### src/rtl/pc_seq_pkg.sv
// Shared types for the program-counter sequencer: FSM states and next-pc select codes.
package pc_seq_pkg;

  typedef enum logic [1:0] {
    IDLE = 2'd0,
    RUN  = 2'd1,
    HALT = 2'd2
  } state_t;

  typedef enum logic [1:0] {
    SEL_EXC   = 2'd0,
    SEL_REDIR = 2'd1,
    SEL_HOLD  = 2'd2,
    SEL_INC   = 2'd3
  } sel_t;

endpackage

### src/rtl/pc_seq_next.sv
// Combinational next-pc select: exc > redirect > stall > ready > hold, with redirect alignment.
// Exception path is present only when PC_SEQ_EXC_EN is defined.
module pc_seq_next
  import pc_seq_pkg::*;
#(
  parameter int               WIDTH   = 32,
  parameter int               INC     = 4,
  parameter logic [WIDTH-1:0] EXC_VEC = WIDTH'(32'h80)
) (
  input  logic [WIDTH-1:0] pc,
  input  logic             redirect,
  input  logic [WIDTH-1:0] redirect_pc,
  input  logic             stall,
  input  logic             ready,
`ifdef PC_SEQ_EXC_EN
  input  logic             exc,
`endif
  output logic [WIDTH-1:0] next_pc,
  output sel_t             sel,
  output logic             redir_misalign
);

  localparam logic [WIDTH-1:0] LOW_MASK = WIDTH'(INC - 1);

  assign redir_misalign = |(redirect_pc & LOW_MASK);

  // Lowest priority first; each later test overrides the earlier ones.
  always_comb begin
    sel     = SEL_HOLD;
    next_pc = pc;
    if (ready) begin
      sel     = SEL_INC;
      next_pc = pc + WIDTH'(INC);
    end
    if (stall) begin
      sel     = SEL_HOLD;
      next_pc = pc;
    end
    if (redirect) begin
      sel     = SEL_REDIR;
      next_pc = redirect_pc & ~LOW_MASK;
    end
`ifdef PC_SEQ_EXC_EN
    if (exc) begin
      sel     = SEL_EXC;
      next_pc = EXC_VEC;
    end
`endif
  end

endmodule

### src/rtl/pc_seq.sv
// Program-counter sequencer: IDLE/RUN/HALT FSM plus pc, misalign and (optional) epc registers.
// Define PC_SEQ_EXC_EN to add the exc_i/epc_o exception path.
module pc_seq
  import pc_seq_pkg::*;
#(
  parameter int               WIDTH     = 32,
  parameter logic [WIDTH-1:0] RESET_VEC = '0,
  parameter int               INC       = 4,
  parameter logic [WIDTH-1:0] EXC_VEC   = WIDTH'(32'h80)
) (
  input  logic             clk_i,
  input  logic             rst_i,
  input  logic             start_i,
  input  logic             halt_i,
  input  logic             stall_i,
  input  logic             redirect_i,
  input  logic [WIDTH-1:0] redirect_pc_i,
  input  logic             ready_i,
`ifdef PC_SEQ_EXC_EN
  input  logic             exc_i,
  output logic [WIDTH-1:0] epc_o,
`endif
  output logic [WIDTH-1:0] pc_o,
  output logic             valid_o,
  output logic             misalign_o
);

  state_t           state_q, state_nx;
  logic [WIDTH-1:0] next_pc;
  sel_t             sel;
  logic             redir_misalign;

  pc_seq_next #(
    .WIDTH  (WIDTH),
    .INC    (INC),
    .EXC_VEC(EXC_VEC)
  ) u_next (
    .pc            (pc_o),
    .redirect      (redirect_i),
    .redirect_pc   (redirect_pc_i),
    .stall         (stall_i),
    .ready         (ready_i),
`ifdef PC_SEQ_EXC_EN
    .exc           (exc_i),
`endif
    .next_pc       (next_pc),
    .sel           (sel),
    .redir_misalign(redir_misalign)
  );

`ifndef PC_SEQ_EXC_EN
  logic unused_exc_vec;
  assign unused_exc_vec = ^EXC_VEC;
`endif

  always_comb begin
    state_nx = state_q;
    case (state_q)
      IDLE:    if (start_i)  state_nx = RUN;
      RUN:     if (halt_i)   state_nx = HALT;
      HALT:    if (!start_i) state_nx = IDLE;
      default: state_nx = IDLE;
    endcase
  end

  assign valid_o = (state_q == RUN);

  always_ff @(posedge clk_i or negedge rst_i) begin
    if (!rst_i) begin
      state_q    <= IDLE;
      pc_o       <= RESET_VEC;
      misalign_o <= 1'b0;
`ifdef PC_SEQ_EXC_EN
      epc_o      <= '0;
`endif
    end else begin
      state_q <= state_nx;
      case (state_q)
        RUN: begin
          pc_o <= next_pc;
          if (sel == SEL_REDIR) misalign_o <= redir_misalign;
`ifdef PC_SEQ_EXC_EN
          if (sel == SEL_EXC) epc_o <= pc_o;
`endif
        end
        // Leaving HALT always restarts fetch from the reset vector.
        HALT: if (!start_i) pc_o <= RESET_VEC;
        default: ;
      endcase
    end
  end

endmodule

### config.mk
export PLATFORM = sky130hd
export DESIGN_NAME = pc_seq
export DESIGN_NICKNAME = d
export VERILOG_FILES = /design/src/rtl/pc_seq_pkg.sv /design/src/rtl/pc_seq_next.sv /design/src/rtl/pc_seq.sv
export SDC_FILE = /design/constraint.sdc
export NUM_CORES = 1
export LEC_CHECK = 0
export BUFFER_PORTS_ARGS = -buffer_cell sky130_fd_sc_hd__buf_2
export CAP_MARGIN = 20
export CORE_MARGIN = 2
export CORE_UTILIZATION = 50
export CTS_CLUSTER_DIAMETER = 40
export CTS_CLUSTER_SIZE = 20
export DETAILED_ROUTE_END_ITERATION = 6
export PLACE_DENSITY = 0.75
export SYNTH_ARGS = -nofsm -noshare
export SYNTH_HDL_FRONTEND = slang
export SYNTH_HIERARCHICAL = 1
export SYNTH_SLANG_ARGS = --single-unit
### constraint.sdc
create_clock -name clk_i -period 4.5 [get_ports clk_i]
set_input_delay 0.45 -clock clk_i [delete_from_list [all_inputs] [get_ports clk_i]]
set_output_delay 0.45 -clock clk_i [all_outputs]
set_load 0.02 [all_outputs]
==> results of run 1 <==
## worst max path at each step
| stage | start | endpoint | slack, ps | cells past startpoint |
|---|---|---|---|---|
| finish | state_q[1]$_DFFE_PN0P_ | valid_o | 1670 | 3 |
| detailed placement | stall_i | pc_o[30]$_DFFE_PN0P_ | 1880 | 7 |
| global placement | stall_i | pc_o[28]$_DFFE_PN0P_ | 1950 | 7 |
| CTS | state_q[1]$_DFFE_PN0P_ | valid_o | 1630 | 3 |
| global route | state_q[1]$_DFFE_PN0P_ | valid_o | 1570 | 3 |
| floorplan | pc_o[14]$_DFFE_PN0P_ | pc_o[30]$_DFFE_PN0P_ | 2140 | 7 |
## synth_stat cells (7+ instances only)
| cell type | count |
|---|---|
| nand3_1 | 9 |
| buf_2 | 8 |
| a31oi_1 | 15 |
| or4_1 | 11 |
| inv_1 | 36 |
| nand2_1 | 27 |
| o21ai_0 | 49 |
| nor2_1 | 51 |
| nand4_1 | 10 |
| dfrtp_1 | 35 |
| o31ai_1 | 9 |
| xor2_1 | 7 |
| a221oi_2 | 29 |
| clkbuf_1 | 16 |
## stage by stage
stage / utilization, % / instance area, um^2 / instances / hold slack [ps] / power (uW)
final: 58.1 / 3380 / 496 / 253 / 2460
after global routing: 58.1 / 3380 / 496 / 324 / 2650
after CTS: 58.1 / 3380 / 496 / 287 / 2460
after detailed placement: 56.5 / 3290 / 488 / 501 / 2220
after global placement: 56.5 / 3290 / 488 / 493 / 2160
after floorplan: - / 2970 / 369 / 154 / 1860
## state kept, by name (all words and copies together), names as in the netlist
register / cells
misalign_o: 1
pc_o: 32
state_q: 2
## area by class of cell
type / instances / area [um^2]
well taps: 75 / 93.8
clock buffers: 7 / 86.3
repair buffers: 74 / 375
inverters: 36 / 135
fillers: 559 / 2440
clock inverters: 1 / 5.00
flip-flops and latches: 35 / 877
multi-input cells: 268 / 1800
## routing by layer
layer	part of all wire, %	track usage (%)	wire, um	vias to the layer above
met5	0	0	0	-
met4	0.61	6.78	49	0
met3	6.8	4.11	546	4
met2	48	42.6	3850	117
met1	44	33.9	3550	1438
li1	-	-	-	1460
## cells by family after synthesis
group	share of synthesized area [%]
adders and majority gates	0.421
and+or+nand+nor	25.0
buffers and inverters	9.94
DFF	29.5
xor gates and xnor gates	3.54
AOI/OAI and AO/OA	30.9
muxes	0.716
## layout by cell type (no fill, tap or decap), types with 9 or more instances in the layout
master     n
nand4_1   10
o31ai_1    9
nand3_1    9
dfrtp_1   34
nand2_1   27
inv_1     36
a31oi_1   15
buf_2     72
nor2_1    51
or4_1     11
o21ai_0   49
a221oi_2  29
## worst max-delay path, cell delays in order, from the launching register on
cell and delay, ps:
dfrtp_2 760, nor2b_4 620, buf_4 450, buf_2 240
## where the power goes
part           internal (uW)  switching, uW
registers                483            369
clock network            124            123
logic                    561            802
==> run_results.csv, run 1 <==
group,metric,value,unit
global_routing,antenna_found_initial,0,
clock_tree,cts_buffer_depth,2,
power,power_density,729,nW/um^2
drt,drc,0,
drt,drtIter0Drc,327,
drt,vias,3019,
global_routing,grt_pass1_wl,13100,um
logic_synthesis,synth_edf_count,0,
global_routing,grt_max_degree,69,
logic_synthesis,yosys_warnings,6,
floorplanning,core-area,5820,um^2
placement,dp_hpwl,5190,um
worst_setup_path,r2r_start,"pc_o[4]$_DFFE_PN0P_",
timing,setup_viol,0,
floorplanning,die_w,81.1,um
clock_tree,numCtsBuffers,5,
drt,routedWlPerCell,16.1,um
power,leakage,0.00143,uW
floorplanning,io_pins,73,
global_routing,grt-ovfl-total,0,
placement,io_buffers,72,
placement,gp_congestion,0.807,
clock_tree,insertion_delay,290,ps
drt,drtPass1Iterations,4,
timing,clock.fmax,0.353,GHz
worst_setup_path,worstSetupStartpointType,"flip-flop",
status,status,"complete, no violations",
clock_tree,clk_pin_slew,80,ps
clock_tree,ctsResizeCount,0,
logic_synthesis,async_flop_share,100,%
worst_setup_path,cp.arrival,2380,ps
clock_tree,cts_hold_buffers,0,
placement,place_ws,1880,ps
global_routing,grtUsageTotal,25.4,%
run,maxCapViolations,0,
timing,finalWorstSetupSlack,1670,ps
timing,hold_violations,0,
clock_tree,postCtsSetupRepairBufs,0,
floorplanning,die_y,81.1,um
finish,nNetsFinal,460,
clock_tree,cts_tree,"yes",
worst_setup_path,required,4050,ps
timing,min_period_over_period,62.9,%
logic_synthesis,ys_top_cells_by_area,"dfrtp_1 29%, a221oi_2 15%, o21ai_0 8.3%, nor2_1 6.4%, inv_1 4.5%",
logic_synthesis,synth_top_cell_by_area,"dfrtp_1",
logic_synthesis,synth_area,2970,um^2
finish,antenna_cells,0,
floorplanning,rows,28,
logic_synthesis,yosysSeqAreaShare,29.5,%
timing,maxSlewViolCount,0,
floorplanning,die_area,6570,um^2
logic_synthesis,syn-num-nets,409,
worst_setup_path,crit_type,"flip-flop to primary output",
logic_synthesis,synthCells,369,
timing,period_needed,2830,ps
finish,drive_gt1_share,28.0,%
timing,tightest_slew,1090,ps
global_routing,grt_pass1_vias,2735,
timing,rsz0062_at_grt,"no",
timing,clock-skew-final,4.83,ps
logic_synthesis,yosysUniqueCellTypes,42,
worst_setup_path,ff2ff_setup_slack,1910,ps
power,vdd_drop_max,0.000403,V
timing,slew_headroom,27.5,%
finish,area_growth,13.7,%
logic_synthesis,synth_top_area_share,29.5,%
worst_setup_path,rr_endpoint,"pc_o[30]$_DFFE_PN0P_",
clock_tree,htreeDepth,2,
clock_tree,cts_sinks,35,
drt,vias_per_cell,6.09,
floorplanning,start_util,51.1,%
worst_setup_path,worst-r2r-cell-count,6,
logic_synthesis,synth_flop_cell,"dfrtp_1",
worst_setup_path,critPathMaxFanout,37,
min_path,holdCritPathClass,"input port to asynchronous set/reset pin",
clock_tree,cts_root_buf,"clkbuf_8",
logic_synthesis,ys_ff_latch,35,
logic_synthesis,avgSynthCellArea,8.05,um^2
worst_setup_path,cp-end-kind,"primary output",
timing,tns,0,ps
drt,drt_wl_total,8000,um
drt,antenna_left,0,
Note: power is estimated with default switching activity, not from simulation.
==> run 2, diff against run 1 <==
==> constraint.sdc (replaced) <==
create_clock -name clk_i -period 2.9 [get_ports clk_i]
set_input_delay 0.29 -clock clk_i [delete_from_list [all_inputs] [get_ports clk_i]]
set_output_delay 0.29 -clock clk_i [all_outputs]
set_load 0.02 [all_outputs]
==> run_results.csv, run 2 (same netlist as run 1, synthesis figures left out) <==
group,metric,value,unit
drt,routedWlPerCell,16.6,um
placement,place_ws,464,ps
global_routing,grt_use_met2,41.0,%
power,power_density,1120,nW/um^2
timing,finalWorstSetupSlack,396,ps
drt,antenna_left,0,
clock_tree,insertion_delay,290,ps
clock_tree,cts_hold_buffers,0,
floorplanning,core-area,5820,um^2
timing,clock-skew-final,3.00,ps
timing,tightest_slew,845,ps
timing,rsz0062_at_grt,"no",
floorplanning,io_pins,73,
worst_setup_path,crit_type,"flip-flop to flip-flop",
power,vdd_drop_max,0.000907,V
clock_tree,cts_root_buf,"clkbuf_8",
timing,slew_headroom,43.6,%
placement,gp_congestion,0.836,
timing,hold_violations,0,
timing,clock.fmax,0.399,GHz
floorplanning,die_area,6570,um^2
global_routing,grtUsageTotal,26.4,%
placement,io_buffers,72,
timing,tns,0,ps
global_routing,grt-ovfl-total,0,
run,maxCapViolations,0,
finish,reg_top3,"pc_o: 32 flops, state_q: 2 flops, misalign_o: 1 flops",
drt,drtPass1Iterations,5,
worst_setup_path,cp.arrival,2710,ps
floorplanning,rows,28,
clock_tree,clk_pin_slew,70,ps
global_routing,antenna_found_initial,0,
min_path,holdCritPathClass,"input port to asynchronous set/reset pin",
global_routing,grt_max_degree,69,
global_routing,use_met1,36.6,%
finish,nNetsFinal,466,
drt,drt_wl_total,8320,um
worst_setup_path,worstSetupStartpointType,"flip-flop",
finish,mostFrequentLayoutCells,"72 x buf_2, 51 x nor2_1, 49 x o21ai_0, 36 x inv_1, 34 x dfrtp_1",
worst_setup_path,critPathMaxFanout,16,
worst_setup_path,cp-end-kind,"flip-flop",
clock_tree,cts_sinks,35,
timing,min_period_over_period,86.4,%
timing,period_needed,2500,ps
finish,drive_gt1_share,28.8,%
clock_tree,ctsResizeCount,0,
drt,drtIter0Drc,243,
clock_tree,cts_buffer_depth,2,
global_routing,busiest_layer,"met2",
clock_tree,numCtsBuffers,5,
timing,holdWs,97.7,ps
clock_tree,cts_tree,"yes",
power,leakage,0.00145,uW
timing,maxSlewViolCount,0,
global_routing,grt_pass1_wl,13600,um
floorplanning,start_util,51.1,%
clock_tree,postCtsSetupRepairBufs,0,
finish,antenna_cells,0,
floorplanning,die_w,81.1,um
finish,largest_reg_flops,32,
drt,drc,0,
global_routing,use_met3,4.89,%
timing,setup_viol,0,
drt,vias,3073,
global_routing,grt_pass1_vias,2841,
drt,vias_per_cell,6.12,
finish,max_flop_register,"pc_o",
finish,area_growth,14.9,%
placement,dp_hpwl,5470,um
worst_setup_path,required,3110,ps
finish,mostFrequentLayoutCell,"buf_2",
floorplanning,die_y,81.1,um
status,status,"complete, no violations",
clock_tree,htreeDepth,2,
## run 2: cell types whose count changed in the layout (fill, tap and decap cells not counted)
| cell | previous run | this run |
|---|---|---|
| buf_4 | 2 | 8 |
| clkbuf_1 | 1 | 2 |
| clkbuf_8 | 6 | 5 |
## run 2: stage by stage
stage	cells	total power [uW]	util [%]	instance area [um^2]
after floorplan	369	2890	-	2970
after global placement	494	3400	57.3	3330
after detailed placement	494	3470	57.3	3330
after CTS	502	3840	58.7	3410
after global routing	502	4140	58.7	3410
final	502	3840	58.7	3410
## run 2: power breakdown
group / internal, uW / switching, uW / leakage (uW)
clock network: 169 / 186 / 0.0000422
registers: 751 / 481 / 0.000402
logic: 897 / 1350 / 0.00101
total: 1820 / 2020 / 0.00145
## run 2: per-layer routing
metal / part of all wire (%) / vias to the layer above
li1: - / 1468
met1: 45 / 1456
met2: 46 / 135
met3: 7.1 / 14
met4: 1.8 / 0
met5: 0 / -
## run 2: worst max-delay path, stage by stage, from the launching register on
cell      delay, ps
dfrtp_1         490
nand4_1         240
or3_1           630
or4_1           580
a31oi_1         180
inv_1            70
a221oi_2        220
## run 2: area by class of cell
cell class / count / area, um^2
fill: 554 / 2400
multi-input combinational: 268 / 1800
sequential: 35 / 877
timing repair buffer: 80 / 420
inverter: 36 / 135
tap: 75 / 93.8
clock buffer: 7 / 76.3
clock inverter: 1 / 5.00
## run 2: final timing paths
check / startpoint / endpoint / slack [ps] / cells after the start
max: pc_o[4]$_DFFE_PN0P_ / pc_o[30]$_DFFE_PN0P_ / 400 / 6
min: rst_i / pc_o[27]$_DFFE_PN0P_ / 100 / 1
max reg2reg: pc_o[4]$_DFFE_PN0P_ / pc_o[30]$_DFFE_PN0P_ / 400 / 6
min reg2reg: misalign_o$_DFFE_PN0P_ / misalign_o$_DFFE_PN0P_ / 510 / 1
max in group asynchronous: rst_i / state_q[1]$_DFFE_PN0P_ / 2220 / 1
min in group clk_i: halt_i / state_q[1]$_DFFE_PN0P_ / 260 / 3
